$ cat src/rtl/uart_pkg.sv
// Shared constants for the parametrised UART receiver: FSM state codes, parity modes
// and the bit-period helper.
package uart_pkg;

  localparam logic [2:0] ST_IDLE      = 3'd0;
  localparam logic [2:0] ST_START     = 3'd1;
  localparam logic [2:0] ST_DATA      = 3'd2;
  localparam logic [2:0] ST_PARITY    = 3'd3;
  localparam logic [2:0] ST_STOP      = 3'd4;
  localparam logic [2:0] ST_WAIT_IDLE = 3'd5;

  localparam int PAR_NONE = 0;
  localparam int PAR_EVEN = 1;
  localparam int PAR_ODD  = 2;

  function automatic int clks_per_bit(input int freq, input int baud);
    return freq / baud;
  endfunction

endpackage

$ cat src/rtl/uart_rx_fifo.sv
// Small synchronous receive FIFO with show-ahead head word; a push into a full FIFO
// is dropped (unless a pop frees the slot in the same cycle) and flagged for one cycle.
module uart_rx_fifo #(
  parameter int WIDTH = 10,
  parameter int DEPTH = 4
) (
  input  logic             clock,
  input  logic             reset_rtl,
  input  logic             push,
  input  logic [WIDTH-1:0] push_data,
  input  logic             pop,
  output logic [WIDTH-1:0] head,
  output logic             valid,
  output logic             overrun
);

  localparam int AW = $clog2(DEPTH);

  logic [WIDTH-1:0] mem [DEPTH];
  logic [AW:0]      wr_ptr_q, wr_ptr_d;
  logic [AW:0]      rd_ptr_q, rd_ptr_d;
  logic             overrun_q, overrun_d;
  logic             empty, full, do_push, do_pop;

  always_comb begin
    empty     = (wr_ptr_q == rd_ptr_q);
    full      = (wr_ptr_q[AW] != rd_ptr_q[AW]) && (wr_ptr_q[AW-1:0] == rd_ptr_q[AW-1:0]);
    do_pop    = pop && !empty;
    // A pop in the same cycle frees the slot, so a full FIFO still takes the word.
    do_push   = push && (!full || do_pop);
    wr_ptr_d  = do_push ? wr_ptr_q + 1'b1 : wr_ptr_q;
    rd_ptr_d  = do_pop ? rd_ptr_q + 1'b1 : rd_ptr_q;
    overrun_d = push && !do_push;
  end

  always_ff @(posedge clock) begin
    if (do_push) begin
      mem[wr_ptr_q[AW-1:0]] <= push_data;
    end
  end

  always_ff @(posedge clock or negedge reset_rtl) begin
    if (!reset_rtl) begin
      wr_ptr_q  <= '0;
      rd_ptr_q  <= '0;
      overrun_q <= 1'b0;
    end else begin
      wr_ptr_q  <= wr_ptr_d;
      rd_ptr_q  <= rd_ptr_d;
      overrun_q <= overrun_d;
    end
  end

  assign head    = empty ? '0 : mem[rd_ptr_q[AW-1:0]];
  assign valid   = !empty;
  assign overrun = overrun_q;

endmodule

$ cat src/rtl/uart_rx_param.sv
// Parametrised UART receiver (data width, parity, stop bits) with a receive FIFO.
// Define UART_RX_MAJORITY_EN for 2-of-3 majority sampling around each bit centre.
module uart_rx_param
  import uart_pkg::*;
#(
  parameter int CLK_FREQ   = 100000000,
  parameter int BAUD       = 230400,
  parameter int DATA_BITS  = 8,
  parameter int PARITY     = 0,
  parameter int STOP_BITS  = 1,
  parameter int FIFO_DEPTH = 4
) (
  input  logic                 clock,
  input  logic                 reset_rtl,
  input  logic                 uart_rtl_rxd,
  output logic [DATA_BITS-1:0] rx_data,
  output logic                 rx_parity_err,
  output logic                 rx_frame_err,
  output logic                 rx_valid,
  input  logic                 rx_ready,
  output logic                 rx_overrun,
  output logic                 rx_busy
);

  localparam int CPB   = clks_per_bit(CLK_FREQ, BAUD);
  localparam int CNT_W = (CPB > 1) ? $clog2(CPB) : 1;
`ifdef UART_RX_MAJORITY_EN
  localparam int MAJ_DELAY = 1;
`else
  localparam int MAJ_DELAY = 0;
`endif
  localparam logic [CNT_W-1:0] START_PT = CNT_W'((CPB - 1) / 2 + MAJ_DELAY);
  localparam logic [CNT_W-1:0] BIT_LAST = CNT_W'(CPB - 1);
  localparam logic [3:0]       DATA_LAST = 4'(DATA_BITS - 1);
  localparam logic [3:0]       STOP_LAST = 4'(STOP_BITS - 1);

  logic [1:0]           sync_q, sync_d;
  logic                 rxs;
  logic                 bit_s;
  logic [2:0]           state_q, state_d;
  logic [CNT_W-1:0]     cnt_q, cnt_d;
  logic [3:0]           idx_q, idx_d;
  logic [DATA_BITS-1:0] shreg_q, shreg_d;
  logic                 par_err_q, par_err_d;
  logic                 frm_err_q, frm_err_d;
  logic                 push;
  logic                 push_frm;
  logic [DATA_BITS+1:0] head;

  always_comb begin
    sync_d = {sync_q[0], uart_rtl_rxd};
  end
  assign rxs = sync_q[1];

`ifdef UART_RX_MAJORITY_EN
  // Holds rxs from the two cycles before the decision; the current rxs is the third vote.
  logic [1:0] maj_q, maj_d;
  always_comb begin
    maj_d = {maj_q[0], rxs};
    bit_s = (maj_q[1] & maj_q[0]) | (maj_q[1] & rxs) | (maj_q[0] & rxs);
  end
  always_ff @(posedge clock or negedge reset_rtl) begin
    if (!reset_rtl) maj_q <= 2'b11;
    else            maj_q <= maj_d;
  end
`else
  always_comb begin
    bit_s = rxs;
  end
`endif

  always_comb begin
    state_d   = state_q;
    cnt_d     = cnt_q;
    idx_d     = idx_q;
    shreg_d   = shreg_q;
    par_err_d = par_err_q;
    frm_err_d = frm_err_q;
    push      = 1'b0;
    push_frm  = frm_err_q | ~bit_s;
    case (state_q)
      ST_IDLE: begin
        cnt_d     = '0;
        idx_d     = '0;
        par_err_d = 1'b0;
        frm_err_d = 1'b0;
        if (!rxs) state_d = ST_START;
      end
      ST_START: begin
        cnt_d = cnt_q + 1'b1;
        if (cnt_q == START_PT) begin
          cnt_d   = '0;
          state_d = bit_s ? ST_IDLE : ST_DATA;
        end
      end
      ST_DATA: begin
        cnt_d = cnt_q + 1'b1;
        if (cnt_q == BIT_LAST) begin
          cnt_d   = '0;
          shreg_d = {bit_s, shreg_q[DATA_BITS-1:1]};
          idx_d   = idx_q + 4'd1;
          if (idx_q == DATA_LAST) begin
            idx_d   = '0;
            state_d = (PARITY == PAR_NONE) ? ST_STOP : ST_PARITY;
          end
        end
      end
      ST_PARITY: begin
        cnt_d = cnt_q + 1'b1;
        if (cnt_q == BIT_LAST) begin
          cnt_d     = '0;
          par_err_d = ((^shreg_q) ^ bit_s) != (PARITY == PAR_ODD);
          state_d   = ST_STOP;
        end
      end
      ST_STOP: begin
        cnt_d = cnt_q + 1'b1;
        if (cnt_q == BIT_LAST) begin
          cnt_d     = '0;
          idx_d     = idx_q + 4'd1;
          frm_err_d = push_frm;
          // Leave at mid-stop-bit so an immediately following start edge is caught.
          if (idx_q == STOP_LAST) begin
            push    = 1'b1;
            state_d = bit_s ? ST_IDLE : ST_WAIT_IDLE;
          end
        end
      end
      ST_WAIT_IDLE: begin
        if (rxs) state_d = ST_IDLE;
      end
      default: state_d = ST_IDLE;
    endcase
  end

  always_ff @(posedge clock or negedge reset_rtl) begin
    if (!reset_rtl) begin
      sync_q    <= 2'b11;
      state_q   <= ST_IDLE;
      cnt_q     <= '0;
      idx_q     <= '0;
      shreg_q   <= '0;
      par_err_q <= 1'b0;
      frm_err_q <= 1'b0;
    end else begin
      sync_q    <= sync_d;
      state_q   <= state_d;
      cnt_q     <= cnt_d;
      idx_q     <= idx_d;
      shreg_q   <= shreg_d;
      par_err_q <= par_err_d;
      frm_err_q <= frm_err_d;
    end
  end

  uart_rx_fifo #(
    .WIDTH (DATA_BITS + 2),
    .DEPTH (FIFO_DEPTH)
  ) u_fifo (
    .clock     (clock),
    .reset_rtl (reset_rtl),
    .push      (push),
    .push_data ({push_frm, par_err_q, shreg_q}),
    .pop       (rx_ready),
    .head      (head),
    .valid     (rx_valid),
    .overrun   (rx_overrun)
  );

  assign rx_data       = head[DATA_BITS-1:0];
  assign rx_parity_err = head[DATA_BITS];
  assign rx_frame_err  = head[DATA_BITS+1];
  assign rx_busy       = (state_q != ST_IDLE);

endmodule
$ cat config.mk
export PLATFORM = sky130hd
export DESIGN_NAME = uart_rx_param
export DESIGN_NICKNAME = d
export VERILOG_FILES = /design/src/rtl/uart_pkg.sv /design/src/rtl/uart_rx_fifo.sv /design/src/rtl/uart_rx_param.sv
export SDC_FILE = /design/constraint.sdc
export NUM_CORES = 1
export LEC_CHECK = 0
export ABC_AREA = 0
export CORE_MARGIN = 5
export CORE_UTILIZATION = 50
export DETAILED_ROUTE_END_ITERATION = 16
export PLACE_DENSITY = 0.71
export SLEW_MARGIN = 20
export SYNTH_ARGS = -nofsm -noshare
export SYNTH_HDL_FRONTEND = slang
export SYNTH_SLANG_ARGS = --single-unit
$ cat constraint.sdc
create_clock -name clock -period 2.5 [get_ports clock]
set_clock_uncertainty 0.05 [all_clocks]
set_input_delay 0.5 -clock clock [delete_from_list [all_inputs] [get_ports clock]]
set_output_delay 0.5 -clock clock [all_outputs]
set_load 0.1 [all_outputs]
* Word-level counts from Yosys, hierarchy flattened
Memories as Yosys holds them, arrays and structs flattened.
Cells that the tools add are included.
** Word-level totals
- Bits in registers :: 35
- Memory bits (writable) :: 40
- Output and inout bits :: 13
- Word-level logic and storage cells :: 87
- Memories kept :: 1
** Memory list
- u_fifo.mem :: words 4, bits a word 10, read ports 1, clocked after Yosys merged registers in 0, wr ports 1, line uart_rx_fifo.sv:19 : logic [WIDTH-1:0] mem [DEPTH];
** Cells by class
- Add/sub/neg operators :: 4
- Equality and inequality tests :: 19
- Muxes and demuxes :: 28
- Bitwise logic cells :: 3
- Reduce and logical (&&, ||, !) cells :: 22
** Operators by type and width (number)
- $mux 3 :: 9
- $pmux 9 s3 :: 1
- $mux 9 :: 2
- $pmux 3 s6 :: 1
- $ne 2x2->1 const B :: 8
- $mux 4 :: 3
- $pmux 4 s3 :: 1
- $mux 10 :: 1
- $add 9x1->9 const B :: 1
- $eq 9x8->1 const B :: 1
- $eq 9x9->1 const B :: 1
- $reduce_bool 3->1 :: 3
- $reduce_and 8->1 :: 1
- $reduce_xor 8->1 :: 1
- $mux 1 :: 7
- $add 3x1->3 const B :: 2
- $eq 3x2->1 const B :: 2
- $eq 3x3->1 const B :: 2
- $reduce_and 2->1 :: 3
- $add 4x1->4 const B :: 1
- $eq 4x3->1 const B :: 1
- $logic_and 1x1->1 :: 4
- $logic_not 4->1 :: 1
- $pmux 1 s2 :: 2
- other kinds (14) :: 17

* Depth between registers and ports, before layout
- Depth in word-level cells :: 7
- Gate-level depth with buffers :: 8
- Gate-level depth less buffers :: 7

* Hierarchy
From an unflattened synthesis, not the netlist that was laid out.
** Second synthesis, totals
- Cells, all modules :: 261
- Area, all modules :: 3517.1 sq um
** By module, submodules not included
- uart_rx_fifo :: times used 1, cells each 103, area an instance 1960.6 sq um, seq. area each 1376.3 sq um
- uart_rx_param :: times used 1, cells each 158, area an instance 1556.5 sq um, seq. area each 703.2 sq um

* Worst setup path after synthesis
OpenSTA, ideal clock, no wires.
- Path kind :: flip-flop to output port
- Start point :: reg u_fifo.rd_ptr_q[1]
- End point :: out rx_data[0]
- Data arrival time :: 2.589 ns
- Data required time :: 1.950 ns
- Path slack :: -0.639 ns
- Stages on the path, launching flop included :: 6
- Path buffers :: 1
- Cell sequence :: dfrtp_1 -> xor2_1 -> nor2_1 -> nand2_1 -> clkbuf_1 -> and2_1
** Between the ends
- Word-level cells in the longest chain between the ends :: 2
- Elaborated cells between the ends (all ways) :: 3
- Classes of those cells :: eq/ne (1); mux (1); memory (1)
** Ends and longest elaborated chain
- start: declaration :: line uart_rx_fifo.sv:21 : logic [AW:0] rd_ptr_q, rd_ptr_d;
- start signal: assignment :: line uart_rx_fifo.sv:49 : rd_ptr_q <= rd_ptr_d;
- $mem_v2 4x10 / $eq 3x3->1 (equally long branches)
- $mux 10 * :: line uart_rx_fifo.sv:54 : assign head = empty ? '0 : mem[rd_ptr_q[AW-1:0]];
- end: declaration :: line uart_rx_param.sv:16 : output logic [DATA_BITS-1:0] rx_data,
Mark *: on every way between the ends. The rest lies on a longest branch, timed or not.

* Worst setup path in the final report
- Start point :: reg u_fifo.rd_ptr_q[0]
- End point :: out rx_data[1]
Same word-level chain as after synthesis.

==> key figures <==
Route
  – Routed WL: ~5.9 mm
  – DRC: 0
  – Drt first-iter violations: 128
  – Drt wl/cell: 15.0 um
  – Antenna Nets Post-Route: 0
  – Vias/cell: about 5.3
  – Routed vias: between 2k and 2.5k
  – First drt pass iteration count: 4

Setup path
  – Delay-heaviest family, CP: multiplexers
  – Critical path type: register to output port
  – Critical path data arrival time: between 1.5 and 2 ns
  – Worst path cell trace: buf_8 > mux4_2 > and2_2 > buf_12
  – Max stage delay on crit path: 0.51 ns
  – Crit path max fanout: 10
  – Crit path buffers/inverters: 2
  – Slowest CP cell: mux4_2
  – CP startpoint kind: register
  – Critical path endpoint category: output port
  – Critical path required time: 1.95 ns

Logic synthesis
  – EDFF count, synth: 40
  – Avg Cell Area, Syn: about 13 um^2
  – Async SR Flop Fraction: 0.467
  – Primary FF master, synth: edfxtp_1
  – Top cell type's share of synthesized area: 0.346
  – Synth Cell Area: 0.00347 mm^2
  – Number of synthesized register bits: 75
  – Syn Nets: between 200 and 300
  – Largest cells by area after synthesis: edfxtp_1, dfrtp_1, mux4_2, ha_1, mux2_2
  – Post-synthesis instance total: 260
  – Yosys warning count: 0
  – Count of cell types in the netlist: 49
  – Seq/Total Area, Yosys: 0.599
  – Leading area contributor after synthesis: edfxtp_1

Global routing
  – Initial antenna violation count: 0
  – Met1 usage: 0.201
  – Met2 GRT Util: 0.242
  – Vias in the first global route: between 2k and 2.5k
  – Global-route wire length before repair: 10.3 mm
  – Total gr overflow: 0
  – Pin count of the biggest net entering global routing: 36
  – Most Crowded Layer GR: met2
  – Met3 Resource Use GR: 0.0434
  – Gr usage total: 0.152

Placement
  – Area after DPL: 0.00398 mm^2
  – Port Buf Inserts: 16
  – Gpl congestion: roughly 0.81
  – Final HPWL DP: 4.07 mm

CTS
  – Setup Buffers After CTS: 0
  – TritonCTS clock tree: built
  – Clk Latency, worst-skew pair: roughly 0.34 ns
  – CTS Root Cell: clkbuf_8
  – Clock transition at path regs: around 0.080 ns
  – Sinks on Clock Net: 75
  – Clock buffer depth: 2
  – Hold Buf Count CTS: 0
  – Number of buffers created by CTS: 9
  – # H-tree levels: 3

Power
  – Peak VDD IR: about 0.00028 V
  – P per Cell Area: about 700 mW/mm^2
  – Switch Pwr: 0.781 mW
  – Leakage Power: around 1.7 nW
  – Int Pwr: about 2.1 mW
  – Combinational power share: 0.189
  – Reg power frac: 0.468
  – Net Sw Frac: 0.269
  – Power share of the clock group: 0.343

STA
  – Least-Margin Pin Slew: around 0.8 ns
  – Slew Limit Fails: 0
  – RSZ-0062 raised after global routing: false
  – Rel. slew slack: 0.472
  – Tmin final: about 2.4 ns
  – Fmax achieved: around 420 MHz
  – Final hold vios: 0
  – Count of final setup violators: 0
  – Tcrit/Tclk final: 0.962
  – Final setup TNS: 0 ns

Layout
  – N_diodes: 0
  – Layout Nets: between 300 and 400
  – Share of cells above drive strength 1: 0.279
  – Post-route cell area: about 0.0042 mm^2
  – P&R area growth vs syn: 21.1%
  – Commonest non-fill, non-tap cell in the layout: edfxtp_1
  – Commonest cells after routing, fill and taps aside: edfxtp_1, dfrtp_1, nand2_1, buf_12, nor2_1

Job
  – Max-Cap Viols: 0

Die
  – Core ar.: 0.00679 mm^2
  – Io pins: 17
  – Die area: ~0.0087 mm^2
  – Standard-cell row count: 30
  – Die Width: 93.3 um
  – Die height: 93.3 um
  – Initial Util: 0.511

Hold path
  – Worst hold path type: primary input to asynchronous set/reset pin

Outcome
  – Status: finished, final reports clean
worst paths after layout:
path | to | from | cells after the start | slack [ns]
max in group asynchronous | u_fifo.rd_ptr_q[0] | reset_rtl | 1 | 1.66
max reg2reg | u_fifo.mem[3][1] | cnt_q[1] | 7 | 0.22
max | rx_data[1] | u_fifo.rd_ptr_q[0] | 4 | 0.09
min in group clock | sync_q[1] | sync_q[0] | 0 | 0.31
min reg2reg | sync_q[1] | sync_q[0] | 0 | 0.31
min | shreg_q[4] | reset_rtl | 1 | 0.19
cells by family after synthesis:
family	synth area share
AOI/OAI and AO/OA	0.0627
xor gates and xnor gates	0.0378
adders and majority gates	0.0422
buffers and inverters	0.0202
DFF	0.599
muxes	0.0973
and+or+nand+nor	0.141
Yosys cell counts (2+ instances only):
cell       count
a2111oi_0      2
a21oi_1        9
a22o_1         2
a31oi_1        7
and2_1        16
and3_1         5
clkbuf_1       7
dfrtp_1       33
dfstp_2        2
edfxtp_1      40
ha_1          10
inv_1          8
mux2_2        10
mux4_2        10
nand2_1       17
nand2b_1       3
nand3_1       12
nor2_1        14
nor2b_1        4
nor4_1         3
o21ai_0        4
or2_2          2
xnor2_1       10
xor2_1         5
flip-flops by register name, summed over array words and instances, names as in the netlist, 2 cells and up:
signal	cells
sync_q	2
state_q	3
u_fifo.wr_ptr_q	3
idx_q	4
u_fifo.rd_ptr_q	3
shreg_q	8
u_fifo.mem	40
cnt_q	9
routing by layer:
metal | vias up | wire [um]
met2 | 29 | 2810
met1 | 1004 | 2810
met3 | 6 | 163
met5 | - | 0
li1 | 1016 | -
met4 | 0 | 68
final cells by class:
cell class	instances	area (um^2)
well taps	96	120
flip-flops and latches	75	2080
repair buffers	28	420
fillers	508	2590
clock buffers	10	128
inverters	8	30.0
multi-input cells	167	1340
clock inverters	6	90.1
power groups by stage:
stage               Sequential (mW)  Combinational [mW]  Clock, mW
floorplan                      1.38               0.376          0
global placement               1.38               0.538          0
detailed placement             1.38               0.545          0
CTS                            1.36               0.551       1.02
global route                   1.36               0.591       1.09
finish                         1.36               0.548      0.997
repair_timing:
action / CTS / global route
resized for setup: 2 / 2
endpoints found under the setup margin: 10 / 8
pin swaps: 0 / 0
through the flow:
stage	util	hold WS [ns]	total power, mW	cells	setup WS [ns]
CTS	0.618	0.213	2.93	390	0.0445
global placement	0.585	0.296	1.92	374	0.187
finish	0.619	0.192	2.91	390	0.0945
floorplan	-	0.154	1.75	260	0.0834
global route	0.619	0.239	3.05	390	0.0177
detailed placement	0.585	0.303	1.93	374	0.168
Note: power is estimated with default switching activity, not from simulation.
